<file path="src/rtl/axil_sum_bank.sv">
// axil_sum_bank: AXI4-Lite slave with NADD addend registers, a read-only
// SUM of all addends and a read-only WCOUNT of successful writes.
// Ports: clk, resetn (sync, active-low), S_AXI_AW*/W*/B* write channels,
//        S_AXI_AR*/R* read channels. AWPROT/ARPROT are ignored.
module axil_sum_bank #(
    parameter int AW   = 8,
    parameter int NADD = 4
) (
    input  logic          clk,
    input  logic          resetn,
    input  logic [AW-1:0] S_AXI_AWADDR,
    input  logic          S_AXI_AWVALID,
    output logic          S_AXI_AWREADY,
    input  logic [2:0]    S_AXI_AWPROT,
    input  logic [31:0]   S_AXI_WDATA,
    input  logic [3:0]    S_AXI_WSTRB,
    input  logic          S_AXI_WVALID,
    output logic          S_AXI_WREADY,
    output logic [1:0]    S_AXI_BRESP,
    output logic          S_AXI_BVALID,
    input  logic          S_AXI_BREADY,
    input  logic [AW-1:0] S_AXI_ARADDR,
    input  logic          S_AXI_ARVALID,
    output logic          S_AXI_ARREADY,
    input  logic [2:0]    S_AXI_ARPROT,
    output logic [31:0]   S_AXI_RDATA,
    output logic [1:0]    S_AXI_RRESP,
    output logic          S_AXI_RVALID,
    input  logic          S_AXI_RREADY
);

    localparam int IW = AW - 2;
    localparam logic [IW-1:0] I_SUM = IW'(NADD);
    localparam logic [IW-1:0] I_CNT = IW'(NADD + 1);
    localparam logic [1:0] OKAY   = 2'd0;
    localparam logic [1:0] SLVERR = 2'd2;
    localparam logic [1:0] DECERR = 2'd3;

    typedef enum logic { W_IDLE, W_RESP } w_state_t;
    typedef enum logic { R_IDLE, R_DATA } r_state_t;

    w_state_t w_state, w_next;
    r_state_t r_state, r_next;

    logic [31:0]   addend [NADD];
    logic [31:0]   wcount;
    logic [31:0]   sum;
    logic          aw_held, w_held;
    logic [IW-1:0] aw_idx;
    logic [31:0]   w_data;
    logic [3:0]    w_strb;
    logic          commit;
    logic [1:0]    w_resp;
    logic          ar_hs;
    logic [IW-1:0] ar_idx;
    logic [31:0]   r_data_c;
    logic [1:0]    r_resp_c;
    logic          unused_bits;

    assign unused_bits = ^{S_AXI_AWPROT, S_AXI_ARPROT,
                           S_AXI_AWADDR[1:0], S_AXI_ARADDR[1:0]};

    assign ar_idx = S_AXI_ARADDR[AW-1:2];
    assign ar_hs  = S_AXI_ARVALID && S_AXI_ARREADY;

    always_comb begin
        sum = '0;
        for (int i = 0; i < NADD; i++)
            sum = sum + addend[i];
    end

    always_comb begin
        if (aw_idx < I_SUM)
            w_resp = OKAY;
        else if (aw_idx == I_SUM || aw_idx == I_CNT)
            w_resp = SLVERR;
        else
            w_resp = DECERR;
    end

    always_comb begin
        r_data_c = '0;
        r_resp_c = DECERR;
        for (int i = 0; i < NADD; i++) begin
            if (ar_idx == IW'(i)) begin
                r_data_c = addend[i];
                r_resp_c = OKAY;
            end
        end
        if (ar_idx == I_SUM) begin
            r_data_c = sum;
            r_resp_c = OKAY;
        end
        if (ar_idx == I_CNT) begin
            r_data_c = wcount;
            r_resp_c = OKAY;
        end
    end

    always_ff @(posedge clk) begin
        if (!resetn) begin
            w_state <= W_IDLE;
            r_state <= R_IDLE;
        end else begin
            w_state <= w_next;
            r_state <= r_next;
        end
    end

    // Readies are gated by resetn so they stay low throughout reset.
    always_comb begin
        w_next        = w_state;
        S_AXI_AWREADY = 1'b0;
        S_AXI_WREADY  = 1'b0;
        S_AXI_BVALID  = 1'b0;
        commit        = 1'b0;
        unique case (w_state)
            W_IDLE: begin
                S_AXI_AWREADY = resetn && !aw_held;
                S_AXI_WREADY  = resetn && !w_held;
                if (aw_held && w_held) begin
                    commit = 1'b1;
                    w_next = W_RESP;
                end
            end
            W_RESP: begin
                S_AXI_BVALID = 1'b1;
                if (S_AXI_BREADY)
                    w_next = W_IDLE;
            end
        endcase
    end

    always_comb begin
        r_next        = r_state;
        S_AXI_ARREADY = 1'b0;
        S_AXI_RVALID  = 1'b0;
        unique case (r_state)
            R_IDLE: begin
                S_AXI_ARREADY = resetn;
                if (S_AXI_ARVALID && resetn)
                    r_next = R_DATA;
            end
            R_DATA: begin
                S_AXI_RVALID = 1'b1;
                if (S_AXI_RREADY)
                    r_next = R_IDLE;
            end
        endcase
    end

    // A read captured on a commit edge sees the pre-write register values.
    always_ff @(posedge clk) begin
        if (!resetn) begin
            for (int i = 0; i < NADD; i++)
                addend[i] <= '0;
            wcount      <= '0;
            aw_held     <= 1'b0;
            w_held      <= 1'b0;
            aw_idx      <= '0;
            w_data      <= '0;
            w_strb      <= '0;
            S_AXI_BRESP <= OKAY;
            S_AXI_RDATA <= '0;
            S_AXI_RRESP <= OKAY;
        end else begin
            if (S_AXI_AWVALID && S_AXI_AWREADY) begin
                aw_idx  <= S_AXI_AWADDR[AW-1:2];
                aw_held <= 1'b1;
            end
            if (S_AXI_WVALID && S_AXI_WREADY) begin
                w_data <= S_AXI_WDATA;
                w_strb <= S_AXI_WSTRB;
                w_held <= 1'b1;
            end
            if (commit) begin
                aw_held     <= 1'b0;
                w_held      <= 1'b0;
                S_AXI_BRESP <= w_resp;
                if (w_resp == OKAY) begin
                    wcount <= wcount + 32'd1;
                    for (int i = 0; i < NADD; i++)
                        for (int b = 0; b < 4; b++)
                            if (aw_idx == IW'(i) && w_strb[b])
                                addend[i][8*b +: 8] <= w_data[8*b +: 8];
                end
            end
            if (ar_hs) begin
                S_AXI_RDATA <= r_data_c;
                S_AXI_RRESP <= r_resp_c;
            end
        end
    end

endmodule

</file>
<file path="config.mk">
export PLATFORM = sky130hd
export DESIGN_NAME = axil_sum_bank
export DESIGN_NICKNAME = d
export VERILOG_FILES = /design/src/rtl/axil_sum_bank.sv
export SDC_FILE = /design/constraint.sdc
export NUM_CORES = 1
export LEC_CHECK = 0
export BUFFER_PORTS_ARGS = -buffer_cell sky130_fd_sc_hd__buf_2
export CAP_MARGIN = 5
export CORE_MARGIN = 1
export CORE_UTILIZATION = 60
export CTS_BUF_LIST = sky130_fd_sc_hd__clkbuf_4 sky130_fd_sc_hd__clkbuf_8
export DETAILED_ROUTE_END_ITERATION = 16
export PLACE_DENSITY = 0.8
export SYNTH_ARGS = -nofsm -noshare
export SYNTH_HDL_FRONTEND = slang
export SYNTH_SLANG_ARGS = --single-unit
</file>
<file path="constraint.sdc">
create_clock -name clk -period 8.4 [get_ports clk]
set_input_delay 0 -clock clk [delete_from_list [all_inputs] [get_ports clk]]
set_output_delay 0 -clock clk [all_outputs]
set_load 0.05 [all_outputs]
</file>
==> out/results.tsv, run 1 <==
stage	metric	value	unit
power_and_ir_drop	P_int	2180	uW
worst_hold_path	Worst Hold Class	in2reg	
placement	final RePlAce weighted congestion	0.875	
die	Die Y-Extent	156	um
flow_run	Max-Cap Viols	0	
clocking	CTS sink count	241	
clocking	TritonCTS clock tree	done	
logic_synthesis	Synth cell types	77	
detailed_routing	post-route ant nets	0	
logic_synthesis	YS warnings	0	
placement	pre-CTS setup slack	4.43	ns
worst_setup_path	CP Data Required Time	8.82	ns
worst_setup_path	CP Buf/Inv Count	3	
clocking	Inserted Clock Buffers	41	
sta	Fin. Hold Viols	0	
clocking	CTS root buffer	clkbuf_8	
die	Ports	106	
clocking	Clock Path Buffers	3	
logic_synthesis	flops & latches, synth	241	
worst_setup_path	Setup crit start kind	flop	
power_and_ir_drop	P_sw	859	uW
sta	Slew @ Worst Pin	1.17	ns
final_layout	Layout Nets	1734	
power_and_ir_drop	sequential share of power	0.431	
die	die width	156	um
clocking	H-tree levels	2	
final_layout	Filler cells	1720	
worst_setup_path	Worst Path Arrival	4.48	ns
sta	post-route minimum period	4.06	ns
power_and_ir_drop	Comb power frac	0.191	
power_and_ir_drop	Leakage Power	0.00682	uW
status	status	complete, no violations	
die	CORE AREA	23400	um^2
detailed_routing	Detailed Route Iter0 Violations	746	
logic_synthesis	area leader, netlist	edfxtp_1	
global_routing	initial antenna violation count	0	
logic_synthesis	Async SR Flop Fraction	0	
logic_synthesis	Post-synth EDFFs	128	
power_and_ir_drop	switching share of power	0.283	
final_layout	final cell utilization of the core	0.703	
global_routing	first-pass GRT wire length	54.5	mm
final_layout	Layout area overhead	14.9	%
power_and_ir_drop	Overall Power	3040	uW
worst_setup_path	crit path kind	reg2reg	
global_routing	GR Util All Layers	0.286	
sta	Final Cycle Share	0.484	
sta	PnR worst setup slack	4.34	ns
sta	RSZ-0062 raised after global routing	no	
logic_synthesis	syn avg cell area	9.98	um^2
die	# rows	56	
placement	Final HPWL DP	24.5	mm
logic_synthesis	Synthesized Nets	1594	
power_and_ir_drop	Max VDD drop	0.121	mV
logic_synthesis	Post-Synthesis Cells	1435	
die	initial core utilization	0.612	
clocking	worst skew pair latency	0.55	ns
clocking	Clk pin slew, worst setup/hold paths	0.06	ns
worst_setup_path	CP max FO	5	
sta	setup TNS	0	ns
sta	Max Fclk	0.246	GHz
worst_setup_path	crit-path cells	inv_1, fa_1, fa_1, inv_1, ha_1, inv_1, fa_1, nand2b_1, a21oi_1, o21ai_2, o2111ai_1, a21oi_1, o31ai_1, xnor2_1, o22ai_1	
detailed_routing	routed wire length	34.0	mm
detailed_routing	Vias/cell	5.62	
worst_setup_path	slowest CP cell	fa_1	
sta	max-slew violation count	0	
detailed_routing	drt drc	0	
global_routing	GRT overflow	0	
logic_synthesis	Post-synth top flop	edfxtp_1	
detailed_routing	routed len/inst	17.7	um
sta	skew final	0.0203	ns
logic_synthesis	cell area after synthesis	14300	um^2
global_routing	vias in the first global route	10401	
power_and_ir_drop	Clk pwr share	0.379	
worst_setup_path	crit-path leading delay family	adder cells	
final_layout	Ant. Diodes	0	
detailed_routing	First-pass DRT Iterations	5	
logic_synthesis	Synth area leaders	edfxtp_1 27%, dfxtp_1 16%, fa_1 8.7%, and2_1 7.0%, inv_1 4.9%	
placement	port bufs	95	
worst_setup_path	Crit. End Element	flop	
power_and_ir_drop	Cell Pwr Density	185	nW/um^2
logic_synthesis	sequential area share after synthesis	0.427	
logic_synthesis	top cell type's share of synthesized area	0.269	
final_layout	share of cells above drive strength 1	0.149	
sta	Rel. slew slack	0.211	
sta	Setup violations, final	0	
die	Die ar.	24500	um^2
global_routing	largest net degree at the start of global routing	82	
detailed_routing	routed via count	10825	
worst_setup_path	Max stage delay on crit path	0.56	ns
-- placed cells by master (no fill, tap or decap), types with 18 or more instances in the layout --
| master | netlist | routed |
|---|---|---|
| inv_1 | 186 | 186 |
| and2_1 | 161 | 161 |
| nand2_1 | 151 | 151 |
| edfxtp_1 | 128 | 128 |
| dfxtp_1 | 113 | 113 |
| buf_2 | 10 | 94 |
| o21ai_0 | 73 | 73 |
| fa_1 | 62 | 62 |
| nor2_1 | 53 | 53 |
| clkbuf_8 | 0 | 50 |
| a21oi_1 | 49 | 49 |
| a21boi_0 | 45 | 45 |
| dlygate4sd3_1 | 0 | 45 |
| xnor2_1 | 41 | 41 |
| ha_1 | 32 | 32 |
| nand3_1 | 26 | 26 |
| mux4_2 | 26 | 26 |
| buf_4 | 1 | 18 |
-- power groups by stage --
stage | sequential [uW] | combinational (uW) | clock [uW]
floorplan | 1340 | 397 | 0
global placement | 1330 | 544 | 0
detailed placement | 1330 | 552 | 0
CTS | 1310 | 572 | 1160
global route | 1310 | 641 | 1210
finish | 1310 | 578 | 1150
-- through the flow --
step                      instance area, um^2  hold slack, ns  instances
after global routing                    16400          0.0679       1927
after global placement                  15100           0.251       1806
after floorplan                         14300           0.145       1435
final                                   16400          0.0203       1927
after CTS                               16400          0.0376       1927
after detailed placement                15100           0.258       1806
-- cell families after synthesis --
group	after synthesis	share of synthesized area
compound gates	275	0.127
xor+xnor	51	0.0312
fa+ha+maj	94	0.115
buf+inv	246	0.0656
flops	241	0.427
mux	40	0.0508
simple gates	488	0.184
-- cell usage after synthesis, types with 10 or more instances --
master / instances
and3_1: 11
inv_1: 186
buf_2: 10
and2_1: 161
a21boi_0: 45
a221oi_1: 17
nand3_1: 26
nor3_1: 12
mux4_2: 26
fa_1: 62
mux2i_1: 13
xnor2_1: 41
nand2_1: 151
nor2_1: 53
nor2b_1: 17
a21o_1: 12
xor2_1: 10
ha_1: 32
o21ai_0: 73
dfxtp_1: 113
a21oi_1: 49
clkbuf_1: 47
edfxtp_1: 128
-- registers in the layout, summed over array words and instances, names as in the netlist --
name,count
wcount,32
aw_idx,6
addend,128
S_AXI_RDATA,32
S_AXI_BRESP,2
w_state,1
r_state,1
w_data,32
aw_held,1
S_AXI_RRESP,1
w_held,1
w_strb,4
-- layer usage --
layer	global-route usage	wire length [um]	vias up
li1	-	-	5159
met1	0.416	15600	5251
met2	0.451	15500	378
met3	0.0471	2470	37
met4	0.0654	461	0
met5	0	0	-
-- what timing repair did --
| item | 4_1_cts | 5_1_grt |
|---|---|---|
| buffers inserted | 0 | 0 |
| resized for setup | 0 | 0 |
| endpoints found under the hold margin | 44 | 0 |
| hold buffers | 45 | 0 |
-- layout make-up --
type / instances / area [um^2] / area share
repair buffers: 157 / 1060 / 0.0642
clock buffers: 65 / 801 / 0.0487
inverters: 186 / 698 / 0.0424
clock inverters: 11 / 105 / 0.00639
well taps: 319 / 399 / 0.0243
multi-input cells: 948 / 7280 / 0.443
flip-flops and latches: 241 / 6110 / 0.371
-- final timing paths --
kind / from / to / slack (ns) / depth (start not counted)
max: addend[3][1] / S_AXI_RDATA[29] / 4.34 / 15
min reg2reg: S_AXI_RDATA[22] / S_AXI_RDATA[22] / 0.46 / 2
max reg2reg: addend[3][1] / S_AXI_RDATA[29] / 4.34 / 15
min: resetn / w_state / 0.02 / 2
No activity file was read; power rests on OpenSTA's default activity.
==> run 2: changes to the inputs <==
ABC_AREA = 1   (was unset)
CORE_UTILIZATION = 57   (was 60)
PLACE_DENSITY = 0.79   (was 0.8)
clock period = 3.5 ns   (was 8.4 ns; I/O delays follow)
==> out/results.tsv, run 2 <==
stage	metric	value	unit
logic_synthesis	Async SR Flop Fraction	0	
detailed_routing	routed len/inst	16.7	um
final_layout	Ant. Diodes	0	
sta	RSZ-0062 raised after global routing	no	
worst_setup_path	crit-path cells	inv_1, fa_1, fa_1, inv_1, ha_1, nand2_1, inv_1, nand2_1, nand2_1, nand3b_1, buf_4, xor2_1, nand2_1, nand3_1, nand2_1, a21oi_1	
flow_run	Max-Cap Viols	0	
logic_synthesis	Synthesized Nets	2042	
clocking	worst skew pair latency	0.56	ns
final_layout	Filler cells	2052	
global_routing	largest net degree at the start of global routing	53	
logic_synthesis	area leader, netlist	edfxtp_1	
final_layout	Layout area overhead	16.6	%
power_and_ir_drop	Overall Power	7250	uW
detailed_routing	Vias/cell	5.38	
logic_synthesis	flops & latches, synth	241	
final_layout	Reg with most FFs	addend	
detailed_routing	routed via count	13048	
power_and_ir_drop	P_sw	2230	uW
logic_synthesis	Post-synth top flop	edfxtp_1	
placement	final RePlAce weighted congestion	0.967	
clocking	Clk pin slew, worst setup/hold paths	0.06	ns
sta	Rel. slew slack	0.481	
die	initial core utilization	0.580	
power_and_ir_drop	Leakage Power	0.00765	uW
sta	Fin. Hold Viols	0	
logic_synthesis	top cell type's share of synthesized area	0.263	
final_layout	final cell utilization of the core	0.676	
logic_synthesis	cell area after synthesis	14600	um^2
status	status	complete, no violations	
sta	Setup violations, final	0	
logic_synthesis	count leader, synth	nand2_1	
final_layout	commonest non-fill, non-tap cell in the layout	nand2_1	
power_and_ir_drop	P_int	5020	uW
logic_synthesis	syn avg cell area	7.75	um^2
power_and_ir_drop	switching share of power	0.307	
sta	Slew @ Worst Pin	0.776	ns
global_routing	initial antenna violation count	0	
worst_hold_path	Worst Hold Class	in2reg	
logic_synthesis	YS warnings	0	
logic_synthesis	Post-Synthesis Cells	1883	
final_layout	Layout Nets	2223	
clocking	TritonCTS clock tree	done	
worst_setup_path	Crit. End Element	flop	
sta	max-slew violation count	0	
detailed_routing	First-pass DRT Iterations	6	
placement	port bufs	95	
placement	Final HPWL DP	29.1	mm
logic_synthesis	sequential area share after synthesis	0.418	
die	Die ar.	26200	um^2
final_layout	max reg flops	128	
worst_setup_path	crit path kind	reg2reg	
die	Ports	106	
sta	post-route minimum period	3.28	ns
global_routing	vias in the first global route	12874	
sta	Final Cycle Share	0.937	
final_layout	design area	17000	um^2
final_layout	area occupied by multi-input gates	6910	um^2
power_and_ir_drop	Cell Pwr Density	426	nW/um^2
detailed_routing	drt drc	0	
worst_setup_path	CP Data Required Time	3.92	ns
die	CORE AREA	25200	um^2
die	Die Y-Extent	162	um
worst_setup_path	Worst Path Arrival	3.70	ns
clocking	Inserted Clock Buffers	41	
clocking	H-tree levels	2	
final_layout	share of cells above drive strength 1	0.119	
worst_setup_path	Max stage delay on crit path	0.55	ns
sta	skew final	0.0288	ns
worst_setup_path	slowest CP cell	fa_1	
global_routing	first-pass GRT wire length	64.9	mm
power_and_ir_drop	Clk pwr share	0.366	
placement	DP Area	15500	um^2
final_layout	most frequent cells in the layout	407 x nand2_1, 368 x inv_1, 241 x nor2_1, 137 x a21oi_1, 128 x edfxtp_1	
logic_synthesis	Synth cell types	51	
die	die width	162	um
clocking	CTS sink count	241	
logic_synthesis	Post-synth top cells	412 x nand2_1, 370 x inv_1, 244 x nor2_1	
detailed_routing	Detailed Route Iter0 Violations	1127	
worst_setup_path	R2R Setup Slk	0.22	ns
sta	Max Fclk	0.305	GHz
die	# rows	58	
worst_setup_path	CP max FO	5	
global_routing	GR Util All Layers	0.318	
worst_setup_path	Setup crit start kind	flop	
clocking	Clock Path Buffers	3	
power_and_ir_drop	Comb power frac	0.205	
global_routing	GRT overflow	0	
power_and_ir_drop	Max VDD drop	0.407	mV
detailed_routing	routed wire length	40.4	mm
power_and_ir_drop	sequential share of power	0.429	
worst_setup_path	crit-path most repeated cell	nand2_1	
sta	setup TNS	0	ns
logic_synthesis	Synth area leaders	edfxtp_1 26%, dfxtp_1 15%, nand2_1 11%, inv_1 9.5%, fa_1 8.5%	
detailed_routing	post-route ant nets	0	
logic_synthesis	Post-synth EDFFs	128	
final_layout	Sequential Area	6110	um^2
clocking	CTS root buffer	clkbuf_8	
run 2: cell types whose count changed in the layout (fill, tap and decap cells not counted), sizes merged, moves of 22 or more:
cell    change
a21boi     -51
a21oi      +91
and2      -161
inv       +196
mux4       -26
nand2     +265
nand3      +50
nor2      +196
nor3       +22
xnor2      -39
run 2: layer usage:
layer | GRT usage | up-vias | wire length [um]
met5 | 0 | - | 0
met4 | 0.177 | 0 | 2200
met3 | 0.0526 | 129 | 2820
met2 | 0.545 | 517 | 19700
met1 | 0.382 | 6065 | 15700
li1 | - | 6337 | -
run 2: path summary, 6_finish.rpt:
| check | startpoint | endpoint | depth (start not counted) |
|---|---|---|---|
| max | addend[3][10] | S_AXI_RDATA[12] | 16 |
| min | S_AXI_WVALID | w_data[26] | 3 |
| max reg2reg | addend[3][10] | S_AXI_RDATA[12] | 16 |
| min reg2reg | S_AXI_RDATA[11] | S_AXI_RDATA[11] | 2 |
run 2: power by group through the flow:
stage          clock, uW  sequential (uW)  combinational [uW]
2_1_floorplan          0             3190                 985
3_3_place_gp           0             3170                1360
3_5_place_dp           0             3170                1380
4_1_cts             2680             3110                1450
5_1_grt             2810             3120                1690
6_report            2650             3110                1490
run 2: kinds of logic after synthesis:
family / synth area share
fa+ha+maj: 0.112
xor+xnor: 0.00960
compound gates: 0.114
buf+inv: 0.112
flops: 0.418
simple gates: 0.233
run 2: stage by stage:
stage          worst slack (ns)  instances  hold slack (ns)
6_report                  0.221       2426            0.173
5_1_grt                 0.00385       2426            0.179
4_1_cts                  0.0810       2423            0.146
3_5_place_dp             0.0706       2290            0.255
3_3_place_gp              0.188       2290            0.243
2_1_floorplan             0.528       1883            0.156
run 2: repair_timing:
| action | 4_1_cts | 5_1_grt |
|---|---|---|
| endpoints found under the setup margin | 0 | 13 |
| hold buffers | 58 | 0 |
| buffers inserted | 0 | 3 |
| gates resized for setup | 0 | 14 |
| hold endpoints to repair | 54 | 0 |
run 2: critical path: cells and delay by family (launching register included):
| family | cells | cell delay, ns |
|---|---|---|
| xor+xnor | 1 | 0.15 |
| buf+inv | 4 | 0.39 |
| simple gates | 7 | 0.79 |
| flops | 1 | 0.37 |
| compound gates | 1 | 0.06 |
| fa+ha+maj | 3 | 1.41 |
run 2: cell type report:
type                            count  area share
Multi-Input combinational cell   1211       0.406
Sequential cell                   241       0.359
Inverter                          383      0.0845
Timing Repair Buffer              186      0.0766
Clock buffer                       52      0.0402
Tap cell                          330      0.0243
Clock inverter                     23      0.0100
==> run 3: changes to the inputs <==
CORE_UTILIZATION = 60   (was 57)
clock period = 4.2 ns   (was 3.5 ns; I/O delays follow)
==> out/results.tsv, run 3 (synthesized netlist as in run 2, its figures left out) <==
stage	metric	value	unit
status	status	complete, no violations	
die	initial core utilization	0.616	
sta	post-route minimum period	3.46	ns
detailed_routing	drt drc	0	
placement	port bufs	95	
power_and_ir_drop	Max VDD drop	0.328	mV
clocking	Post-CTS Setup Bufs	0	
sta	skew final	0.0170	ns
sta	Final Cycle Share	0.825	
die	# rows	56	
final_layout	commonest non-fill, non-tap cell in the layout	nand2_1	
worst_hold_path	HP Start	resetn	
die	Die Y-Extent	158	um
worst_hold_path	Worst Hold End	w_data[0]	
die	CORE AREA	23700	um^2
power_and_ir_drop	Overall Power	6140	uW
global_routing	GRT overflow	0	
final_layout	final std cells w/o fill	2401	
global_routing	largest net degree at the start of global routing	59	
worst_setup_path	Setup crit start kind	flop	
detailed_routing	post-route ant nets	0	
global_routing	GR Util All Layers	0.342	
sta	Rel. slew slack	0.138	
worst_setup_path	worst setup path start	addend[1][1]	
final_layout	Ant. Diodes	0	
global_routing	vias in the first global route	13012	
sta	max-slew violation count	0	
detailed_routing	Vias/cell	5.43	
detailed_routing	routed via count	13041	
final_layout	most frequent cells in the layout	410 x nand2_1, 370 x inv_1, 243 x nor2_1, 139 x a21oi_1, 128 x edfxtp_1	
clocking	Clock Path Buffers	3	
clocking	CTS sink count	241	
global_routing	first-pass GRT wire length	65.0	mm
placement	final RePlAce weighted congestion	0.947	
placement	Final HPWL DP	29.0	mm
final_layout	Layout Nets	2209	
worst_setup_path	worst r2r path cells	19	
worst_hold_path	Worst Hold Class	in2reg	
worst_hold_path	Hold Path Cell Cnt	4	
flow_run	Max-Cap Viols	0	
clocking	H-tree levels	2	
sta	Max Fclk	0.289	GHz
sta	RSZ-0062 raised after global routing	no	
placement	placed insts	2273	
detailed_routing	routed wire length	40.9	mm
final_layout	share of cells above drive strength 1	0.111	
worst_setup_path	Crit. End Element	flop	
clocking	CTS root buffer	clkbuf_8	
detailed_routing	First-pass DRT Iterations	6	
worst_setup_path	reg2reg end	S_AXI_RDATA[23]	
worst_setup_path	CP Data Required Time	4.60	ns
clocking	TritonCTS clock tree	done	
worst_setup_path	Worst R2R Start	addend[1][1]	
worst_setup_path	R2R Setup Slk	0.74	ns
sta	Fin. Hold Viols	0	
clocking	worst skew pair latency	0.56	ns
die	Die ar.	25000	um^2
power_and_ir_drop	Cell Pwr Density	363	nW/um^2
detailed_routing	routed len/inst	17.0	um
sta	Setup violations, final	0	
worst_setup_path	crit path kind	reg2reg	
sta	Slew @ Worst Pin	1.28	ns
detailed_routing	Detailed Route Iter0 Violations	1181	
final_layout	Reg with most FFs	addend	
die	Ports	106	
clocking	Clk pin slew, worst setup/hold paths	0.06	ns
final_layout	max reg flops	128	
worst_setup_path	CP max FO	5	
final_layout	Layout area overhead	15.9	%
worst_setup_path	Worst Path Arrival	3.86	ns
die	die width	158	um
power_and_ir_drop	Leakage Power	0.00761	uW
global_routing	initial antenna violation count	0	
sta	setup TNS	0	ns
clocking	Inserted Clock Buffers	40	
run 3: per-layer routing:
metal	part of all wire	GRT usage	up-vias
met1	0.40	0.418	6095
li1	-	-	6309
met5	0	0	-
met4	0.050	0.185	0
met2	0.48	0.589	515
met3	0.064	0.0441	122
run 3: area by class of cell:
type                       count  area, um^2
sequential                   241        6110
timing repair buffer         173        1200
multi-input combinational   1211        6870
clock buffer                  61         752
inverter                     383        1440
tap                          319         399
clock inverter                13         149
fill                        1930        6770
run 3: report_power, final:
| part | internal [uW] | switching (uW) | leakage, uW | total, uW |
|---|---|---|---|---|
| Combinational | 408 | 813 | 0.00490 | 1220 |
| Clock | 1340 | 982 | 0.000472 | 2320 |
| Sequential | 2560 | 39.6 | 0.00224 | 2600 |
run 3: worst max-delay path: stages (launching register included):
cell and delay (ns):
edfxtp_1 0.41, inv_1 0.09, fa_1 0.44, fa_1 0.47
inv_1 0.07, ha_1 0.21, inv_1 0.07, fa_1 0.37
inv_1 0.16, nand2_1 0.07, nand3_1 0.13, nand2_1 0.07
nand2_1 0.16, nand2_1 0.13, nand2_1 0.08, nand2_1 0.05
nand3_1 0.07, nand2_1 0.11, nand2_1 0.09, a21oi_1 0.07
run 3: what timing repair did:
action                    in CTS  in global routing
hold endpoints to repair      45                  0
gates resized for setup        0                  0
hold buffers                  54                  0
run 3: per-stage QoR:
stage | hold WS [ns] | cell area, um^2 | setup WS [ns] | util
2_1_floorplan | 0.156 | 14600 | 1.23 | -
3_3_place_gp | 0.242 | 15500 | 0.867 | 0.653
3_5_place_dp | 0.251 | 15500 | 0.765 | 0.653
4_1_cts | 0.0153 | 16900 | 0.743 | 0.714
5_1_grt | 0.0785 | 16900 | 0.505 | 0.714
6_report | 0.0590 | 16900 | 0.737 | 0.714
run 3: worst max path at each step:
| stage | endpoint | slack, ns | cells after the start |
|---|---|---|---|
| final | S_AXI_RDATA[23] | 0.74 | 19 |
| after global routing | S_AXI_RDATA[25] | 0.50 | 19 |
| after CTS | S_AXI_RDATA[25] | 0.74 | 19 |
| after detailed placement | S_AXI_RDATA[25] | 0.77 | 19 |
| after global placement | S_AXI_RDATA[25] | 0.87 | 19 |
| after floorplan | S_AXI_RDATA[29] | 1.23 | 19 |
